--- config.mk ---
export PLATFORM = sky130hd
export DESIGN_NAME = edge_auto_threshold
export DESIGN_NICKNAME = d
export VERILOG_FILES = /design/src/rtl/edge_auto_threshold.sv
export SDC_FILE = /design/constraint.sdc
export NUM_CORES = 1
export LEC_CHECK = 0
export CORE_ASPECT_RATIO = 1.4
export CORE_UTILIZATION = 37
export CTS_CLUSTER_DIAMETER = 60
export CTS_CLUSTER_SIZE = 12
export DETAILED_ROUTE_END_ITERATION = 10
export DONT_BUFFER_PORTS = 1
export GPL_TIMING_DRIVEN = 0
export PLACE_DENSITY = 0.63
export SYNTH_ARGS = -nofsm -noshare
export SYNTH_HDL_FRONTEND = slang
export SYNTH_SLANG_ARGS = --single-unit
--- constraint.sdc ---
create_clock -name pclk -period 3.3 [get_ports pclk]
set_input_delay 0 -clock pclk [delete_from_list [all_inputs] [get_ports pclk]]
set_output_delay 0 -clock pclk [all_outputs]
set_load 0.02 [all_outputs]
--- src/rtl/edge_auto_threshold.sv ---
// Per-frame edge counter and closed-loop Sobel threshold stepper.
// Define EDGE_AUTO_THRESHOLD_BBOX_EN to add edge bounding-box tracking.
module edge_auto_threshold #(
  parameter logic [10:0] TH_INIT = 11'd100,
  parameter logic [10:0] TH_MIN  = 11'd16,
  parameter logic [10:0] TH_MAX  = 11'd1020,
  parameter logic [10:0] STEP    = 11'd8,
  parameter logic [18:0] CNT_LO  = 19'd9216,
  parameter logic [18:0] CNT_HI  = 19'd30720
) (
  input  logic        pclk,
  input  logic        rst,
  input  logic        sobel_dout,
  input  logic        sobel_hs,
  input  logic        sobel_vs,
  input  logic        sobel_de,
  input  logic        update_en,
  output logic [10:0] threshold,
  output logic [18:0] edge_count,
  output logic        stats_valid,
  output logic        bbox_valid,
  output logic [10:0] x_min,
  output logic [10:0] x_max,
  output logic [10:0] y_min,
  output logic [10:0] y_max
);

  typedef enum logic [1:0] {IDLE, ACCUM, LATCH, ADJUST} state_t;

  state_t             state_r;
  logic               vs_d_r;
  logic [18:0]        acc_r;
  logic               vs_rise_s;
  logic               pix_edge_s;
  logic               hs_unused_s;
  logic [11:0]        th_sum_s;
  logic signed [11:0] th_diff_s;
  logic signed [12:0] th_cand_s;
  logic [10:0]        th_next_s;

  assign vs_rise_s   = sobel_vs & ~vs_d_r;
  assign pix_edge_s  = sobel_de & ~sobel_dout;
  assign hs_unused_s = sobel_hs;

  // Next threshold: step toward the band, then clamp into [TH_MIN, TH_MAX].
  always_comb begin
    th_sum_s  = {1'b0, threshold} + {1'b0, STEP};
    th_diff_s = $signed({1'b0, threshold}) - $signed({1'b0, STEP});
    if (update_en && (edge_count > CNT_HI)) begin
      th_cand_s = $signed({1'b0, th_sum_s});
    end else if (update_en && (edge_count < CNT_LO)) begin
      th_cand_s = {th_diff_s[11], th_diff_s};
    end else begin
      th_cand_s = $signed({2'b00, threshold});
    end
    if (th_cand_s > $signed({2'b00, TH_MAX})) begin
      th_next_s = TH_MAX;
    end else if (th_cand_s < $signed({2'b00, TH_MIN})) begin
      th_next_s = TH_MIN;
    end else begin
      th_next_s = th_cand_s[10:0];
    end
  end

  // Frame FSM with edge accumulator, latched count and threshold register.
  always_ff @(posedge pclk or posedge rst) begin
    if (rst) begin
      state_r     <= IDLE;
      vs_d_r      <= 1'b0;
      acc_r       <= 19'd0;
      edge_count  <= 19'd0;
      threshold   <= TH_INIT;
      stats_valid <= 1'b0;
    end else begin
      vs_d_r      <= sobel_vs;
      stats_valid <= 1'b0;
      case (state_r)
        IDLE: begin
          if (vs_rise_s) begin
            acc_r   <= 19'd0;
            state_r <= ACCUM;
          end else begin
            state_r <= IDLE;
          end
        end
        ACCUM: begin
          if (pix_edge_s && (acc_r != 19'h7FFFF)) begin
            acc_r <= acc_r + 19'd1;
          end else begin
            acc_r <= acc_r;
          end
          state_r <= vs_rise_s ? LATCH : ACCUM;
        end
        LATCH: begin
          edge_count <= acc_r;
          acc_r      <= 19'd0;
          state_r    <= ADJUST;
        end
        ADJUST: begin
          threshold   <= th_next_s;
          stats_valid <= 1'b1;
          state_r     <= ACCUM;
        end
        default: begin
          state_r <= IDLE;
        end
      endcase
    end
  end

`ifdef EDGE_AUTO_THRESHOLD_BBOX_EN
  logic        de_d_r;
  logic [10:0] col_r;
  logic [10:0] row_r;
  logic [10:0] xmin_r;
  logic [10:0] xmax_r;
  logic [10:0] ymin_r;
  logic [10:0] ymax_r;
  logic        de_fall_s;

  assign de_fall_s = de_d_r & ~sobel_de;

  // Pixel position counters; both saturate at 2047.
  always_ff @(posedge pclk or posedge rst) begin
    if (rst) begin
      de_d_r <= 1'b0;
      col_r  <= 11'd0;
      row_r  <= 11'd0;
    end else begin
      de_d_r <= sobel_de;
      if (vs_rise_s) begin
        col_r <= 11'd0;
        row_r <= 11'd0;
      end else begin
        if (sobel_de) begin
          col_r <= (col_r != 11'd2047) ? col_r + 11'd1 : col_r;
        end else if (de_fall_s) begin
          col_r <= 11'd0;
        end else begin
          col_r <= col_r;
        end
        if (de_fall_s && (row_r != 11'd2047)) begin
          row_r <= row_r + 11'd1;
        end else begin
          row_r <= row_r;
        end
      end
    end
  end

  // Running bounding box and its per-frame publication in LATCH.
  always_ff @(posedge pclk or posedge rst) begin
    if (rst) begin
      xmin_r     <= 11'd2047;
      xmax_r     <= 11'd0;
      ymin_r     <= 11'd2047;
      ymax_r     <= 11'd0;
      bbox_valid <= 1'b0;
      x_min      <= 11'd0;
      x_max      <= 11'd0;
      y_min      <= 11'd0;
      y_max      <= 11'd0;
    end else begin
      if (((state_r == IDLE) && vs_rise_s) || (state_r == LATCH)) begin
        xmin_r <= 11'd2047;
        xmax_r <= 11'd0;
        ymin_r <= 11'd2047;
        ymax_r <= 11'd0;
      end else if ((state_r == ACCUM) && pix_edge_s) begin
        xmin_r <= (col_r < xmin_r) ? col_r : xmin_r;
        xmax_r <= (col_r > xmax_r) ? col_r : xmax_r;
        ymin_r <= (row_r < ymin_r) ? row_r : ymin_r;
        ymax_r <= (row_r > ymax_r) ? row_r : ymax_r;
      end else begin
        xmin_r <= xmin_r;
        xmax_r <= xmax_r;
        ymin_r <= ymin_r;
        ymax_r <= ymax_r;
      end
      if ((state_r == LATCH) && (acc_r != 19'd0)) begin
        bbox_valid <= 1'b1;
        x_min      <= xmin_r;
        x_max      <= xmax_r;
        y_min      <= ymin_r;
        y_max      <= ymax_r;
      end else if (state_r == LATCH) begin
        bbox_valid <= 1'b0;
        x_min      <= 11'd0;
        x_max      <= 11'd0;
        y_min      <= 11'd0;
        y_max      <= 11'd0;
      end else begin
        bbox_valid <= bbox_valid;
        x_min      <= x_min;
        x_max      <= x_max;
        y_min      <= y_min;
        y_max      <= y_max;
      end
    end
  end
`else
  assign bbox_valid = 1'b0;
  assign x_min      = 11'd0;
  assign x_max      = 11'd0;
  assign y_min      = 11'd0;
  assign y_max      = 11'd0;
`endif

endmodule

## Word-level counts from Yosys, hierarchy flattened

Cells that the tools add are included.

| word-level totals | value |
|---|---|
| register bits after elaboration | 53 |
| input port bits | 7 |
| output and inout port bits | 76 |
| logic and storage cells | 40 |

| operators by class | value |
|---|---|
| $add $sub $neg | 3 |
| $lt $le $gt $ge | 4 |
| equality and inequality tests | 6 |
| multiplexer cells | 11 |
| bitwise gates (word level) | 4 |
| reduce and logical (&&, ||, !) cells | 6 |

Operator list:

| cell | count |
|---|---|
| 19-bit one-hot mux with 3 select lines | 1 |
| 19-bit 2-to-1 mux | 2 |
| 13-bit 2-to-1 mux | 2 |
| 11-bit 2-to-1 mux | 2 |
| 19-bit by 1-bit adder with 19-bit output (second input constant) | 1 |
| 19-bit by 15-bit greater-than comparator with 1-bit output (second input constant) | 1 |
| 19-bit by 14-bit < comparator with 1-bit output (second input constant) | 1 |
| 19-bit != test (second input constant) | 1 |
| 13-bit by 11-bit greater-than comparator with 1-bit output (second input constant) | 1 |
| 13-bit by 6-bit < comparator with 1-bit output (second input constant) | 1 |
| 11-bit by 4-bit adder with 12-bit output (second input constant) | 1 |
| 11-bit by 4-bit subtractor with 12-bit output (second input constant) | 1 |
| 2-bit one-hot mux with 4 select lines | 1 |
| 2-bit == test (second input constant) | 2 |
| 2-bit != test (second input constant) | 2 |
| 1-bit logical AND | 3 |
| 3-bit AND reduction | 1 |
| 3-bit nonzero test | 1 |
| 1-bit bitwise AND | 2 |
| 2-bit by 1-bit == test with 1-bit output (second input constant) | 1 |
| 2-bit logical NOT | 1 |
| 1-bit 2-to-1 mux | 2 |
| 2-bit 2-to-1 mux | 1 |
| 1-bit inverter | 2 |

## Longest topological paths before layout

| depth | value |
|---|---|
| word-level depth | 7 |
| gate-level depth with buffers | 9 |

## Least setup slack after synthesis

No wires, ideal clock.

| path | value |
|---|---|
| path type | reg2reg |
| start point | reg threshold[6] |
| end point | reg threshold[4] |
| library setup time | 0.132 ns |
| arrival time | 2.368 ns |
| slack | 0.800 ns |
| stages on the path, launching flop included | 10 |
| path buffers | 2 |
| period minus slack after synthesis | 2.500 ns |
| path through | dfstp_2 > clkbuf_2 > nand2_1 > a21oi_1 > nand2_1 > or4b_1 > and3_1 > buf_2 > or3_1 > a2bb2oi_2 |

| on the way | value |
|---|---|
| word-level cells in the longest chain between the ends | 6 |

Ends and longest elaborated chain:

| what | line | source |
|---|---|---|
| from (decl) | 18 | `output logic [10:0] threshold,` |
| from (signal assigned) | 100 | `threshold <= th_next_s;` |
| 11-bit by 4-bit subtractor with 12-bit output | 48 | `th_diff_s = $signed({1'b0, threshold}) - $signed({1'b0, STEP});` |
| 13-bit 2-to-1 mux | 51 | `end else if (update_en && (edge_count < CNT_LO)) begin` |
| 13-bit 2-to-1 mux (*) | 49 | `if (update_en && (edge_count > CNT_HI)) begin` |
| 13-bit by 6-bit < comparator with 1-bit output | 58 | `end else if (th_cand_s < $signed({2'b00, TH_MIN})) begin` |
| 11-bit 2-to-1 mux | 58 |  |
| 11-bit 2-to-1 mux (*) | 56 | `if (th_cand_s > $signed({2'b00, TH_MAX})) begin` |

Mark *: on every way between the ends. The rest lies on a longest branch, timed or not.
A chain may end at the register's enable or synchronous reset.

## Worst setup path after layout

Ends and elaborated chain as after synthesis.

==> results.md <==
- Status: finished clean
- WP buf/inv: 2
- Ant. Diodes: 0
- Detailed-route via count: 2354
- Cells after synthesis: 330
- EDFF count, synth: 0
- Most Frequent Cell on Critical Path: nand2_1
- All-Layer GR Usage: 15.9%
- Pint: 1.28 mW
- Hpwl dp: 5140 um
- Avg Inst Size Synth: 9.38 um2
- Post-CTS Setup Bufs: 0
- Die footprint: 0.00874 mm2
- PostCTS Resize Cnt: 0
- Root Driver: clkbuf_16
- Maximum VDD drop: 0.000366 V
- Ys async rst share: 100%
- TritonCTS clock tree: yes
- CP startpoint kind: flip-flop
- Clk_skew: 0.00629 ns
- Dpl cells: 479
- Synth top area cells: dfrtp_1, buf_4, mux2_2, xor2_1, nand2_1
- Vias in the first global route: 2227
- Congestion Overflow GR: 0
- Post-Route WL: 6570 um
- Initial Util: 38.0%
- Die width: 79.3 um
- Setup Slack @ Placement: 0.603 ns
- Routed vias/inst: 4.81
- CP Max Fanout: 9
- Clock power share: 24.3%
- Yosys Warn Count: 0
- Core area: 0.00815 mm2
- Num rows: 39
- Crit path cell chain: clkbuf_2 -> nand2_1 -> a21oi_1 -> nand2_1 -> or4b_1 -> and3_1 -> buf_2 -> or3_1 -> a2bb2oi_2
- First-pass GRT wire length: 10800 um
- Clk buf depth: 2
- Port bufs: 0
- Worst-skew pair later-pin latency: 0.29 ns
- Fin worst setup slack: 0.580 ns
- DRC viols: 0
- Reg power frac: 41.7%
- Slowest CP cell: dfstp_2
- Vert. Die Dim: 110 um
- Initial antenna violation count: 0
- GPL Wtd Cong: 0.913
- Hold buffers post-CTS: 2
- Power per Cell Area: 601 mW/mm2
- Post-synth top area share: 38.8%
- WP data arrival: 2.88 ns
- Crit end category: flip-flop
- Lkg Pwr: 1.78 nW
- Hold Crit Class: in -> async
- Final instance area: 0.00358 mm2
- Fin crit share: 82.4%
- WL/cell: 13.4 um
- Total Power: 2.15 mW
- Final nets: 396
- CP required: 3.46 ns
- Sw frac: 40.7%
- Setup CP Type: reg -> reg
- CTS Buf Count: 5
- Starting DRT DRC Count: 107
- Final min period: 2.72 ns
- Net Switching: 0.877 mW
- Register area share after synthesis: 41.3%
- Final Hold Viols: 0
- Area growth syn-to-layout: 15.8%
- Achievable Freq: 368 MHz
- Synth cell types: 53
- Fraction of layout cells with a size suffix above 1: 23.3%
- Clk slew on worst S/H paths: 0.07 ns
- Largest net degree at the start of global routing: 43
- First-pass iteration count of the detailed router: 4
- Final Non-Filler Cells: 489
- Synthesized cell area: 0.00310 mm2
- Max_cap viols: 0
- Commonest cells after routing, fill and taps aside: dfrtp_1, buf_4, conb_1, nand2_1, nor2_1
- Io pins: 83
- Cell taking the most area after synthesis: dfrtp_1
- Pins Over Slew Limit: 0
- Cell Area, Placed: 0.00342 mm2
- Crit path largest cell delay: 0.59 ns
- Clock sinks: 51
- Most common cell after layout, fill and taps aside: dfrtp_1
- Antenna-violating nets left: 0
- Setup Viol. Count Final: 0
- H-tree Lvls: 2
- Largest delay contributor family on the critical path: simple AND/OR/NAND/NOR gates
- Rel. slew slack: 52.4%
- Unrepaired setup endpoints after global routing: no
- Worst Max-Slew Pin Slew: 0.715 ns
- Finished Core Util: 44.0%
- WHS: 0.0947 ns
- Most used DFF post-synth: dfrtp_1
- Fin Setup TNS: 0 ns
- Yosys reg bits: 51
- Comb pwr share: 34.0%
-- worst reg2reg max path, cell delays in order, from the launching register on --
cell,delay [ns]
dfstp_2,0.59
clkbuf_2,0.21
nand2_1,0.12
a21oi_1,0.19
nand2_1,0.10
or4b_1,0.53
and3_1,0.19
buf_2,0.16
or3_1,0.36
a2bb2oi_2,0.14
-- power by group through the flow --
| stage | sequential, mW | combinational (mW) | clock (mW) |
|---|---|---|---|
| 2_1_floorplan | 0.878 | 0.586 | 0 |
| 3_3_place_gp | 0.907 | 0.708 | 0 |
| 3_5_place_dp | 0.911 | 0.727 | 0 |
| 4_1_cts | 0.898 | 0.732 | 0.540 |
| 5_1_grt | 0.918 | 0.821 | 0.559 |
| 6_report | 0.898 | 0.732 | 0.524 |
-- synth_stat cells, drive strengths merged (2+ instances only) --
| cell type | n |
|---|---|
| nor3 | 7 |
| or2 | 2 |
| nand3 | 12 |
| o221ai | 2 |
| ha | 3 |
| dfstp | 3 |
| inv | 9 |
| nor2b | 3 |
| a31oi | 4 |
| a21oi | 4 |
| nand2 | 29 |
| or3 | 4 |
| nand4 | 16 |
| nand2b | 3 |
| nor4 | 6 |
| o22ai | 2 |
| a211oi | 2 |
| and3 | 8 |
| buf | 52 |
| o31ai | 3 |
| and2 | 4 |
| clkbuf | 6 |
| xor2 | 15 |
| o21ai | 15 |
| nor2 | 28 |
| or4 | 2 |
| mux2 | 17 |
| dfrtp | 48 |
| and4 | 6 |
-- area by class of cell --
| type | instances | area, um2 |
|---|---|---|
| Inverter | 9 | 33.8 |
| Clock inverter | 3 | 22.5 |
| Timing Repair Buffer | 3 | 40.0 |
| Fill cell | 832 | 4560 |
| Sequential cell | 51 | 1280 |
| Buffer | 58 | 399 |
| Tap cell | 102 | 128 |
| Multi-Input combinational cell | 258 | 1560 |
| Clock buffer | 5 | 125 |
-- registers in the layout, indices dropped and copies added, names as in the netlist --
register	cells
acc_r	19
threshold	9
stats_valid	1
state_r	2
vs_d_r	1
edge_count	19
-- worst paths after layout --
check / start / slack [ns] / endpoint / cells past startpoint
worst max-delay path: threshold[6]$_DFFE_PP1P_ / 0.58 / threshold[4]$_DFFE_PP0P_ / 9
worst min-delay path: rst / 0.09 / stats_valid$_DFF_PP0_ / 2
worst min register to register: threshold[2]$_DFFE_PP1P_ / 0.53 / threshold[2]$_DFFE_PP1P_ / 2
min in group pclk: sobel_de / 0.17 / acc_r[12]$_DFFE_PP0P_ / 5
worst max register to register: threshold[6]$_DFFE_PP1P_ / 0.58 / threshold[4]$_DFFE_PP0P_ / 9
max in group asynchronous: rst / 2.72 / edge_count[7]$_DFFE_PP0P_ / 3
-- metal layers --
metal,track usage (%),share of wire [%],up-vias
met5,0,0,-
met4,6.23,1.7,0
met3,4.28,6.9,11
met2,28.8,52,69
met1,17.6,40,1096
li1,-,-,1178
-- kinds of logic (layout without fill, tap and decap cells) --
| group | Yosys count | after routing | synth area share, % |
|---|---|---|---|
| muxes | 17 | 17 | 6.18 |
| xor gates and xnor gates | 16 | 16 | 4.53 |
| other | 1 | 47 | 0.121 |
| AOI/OAI and AO/OA | 42 | 42 | 9.29 |
| adders and majority gates | 3 | 3 | 1.21 |
| DFF | 51 | 51 | 41.3 |
| buffers and inverters | 67 | 78 | 14.0 |
| and+or+nand+nor | 133 | 133 | 23.4 |
(Power assumes the default switching activity.)
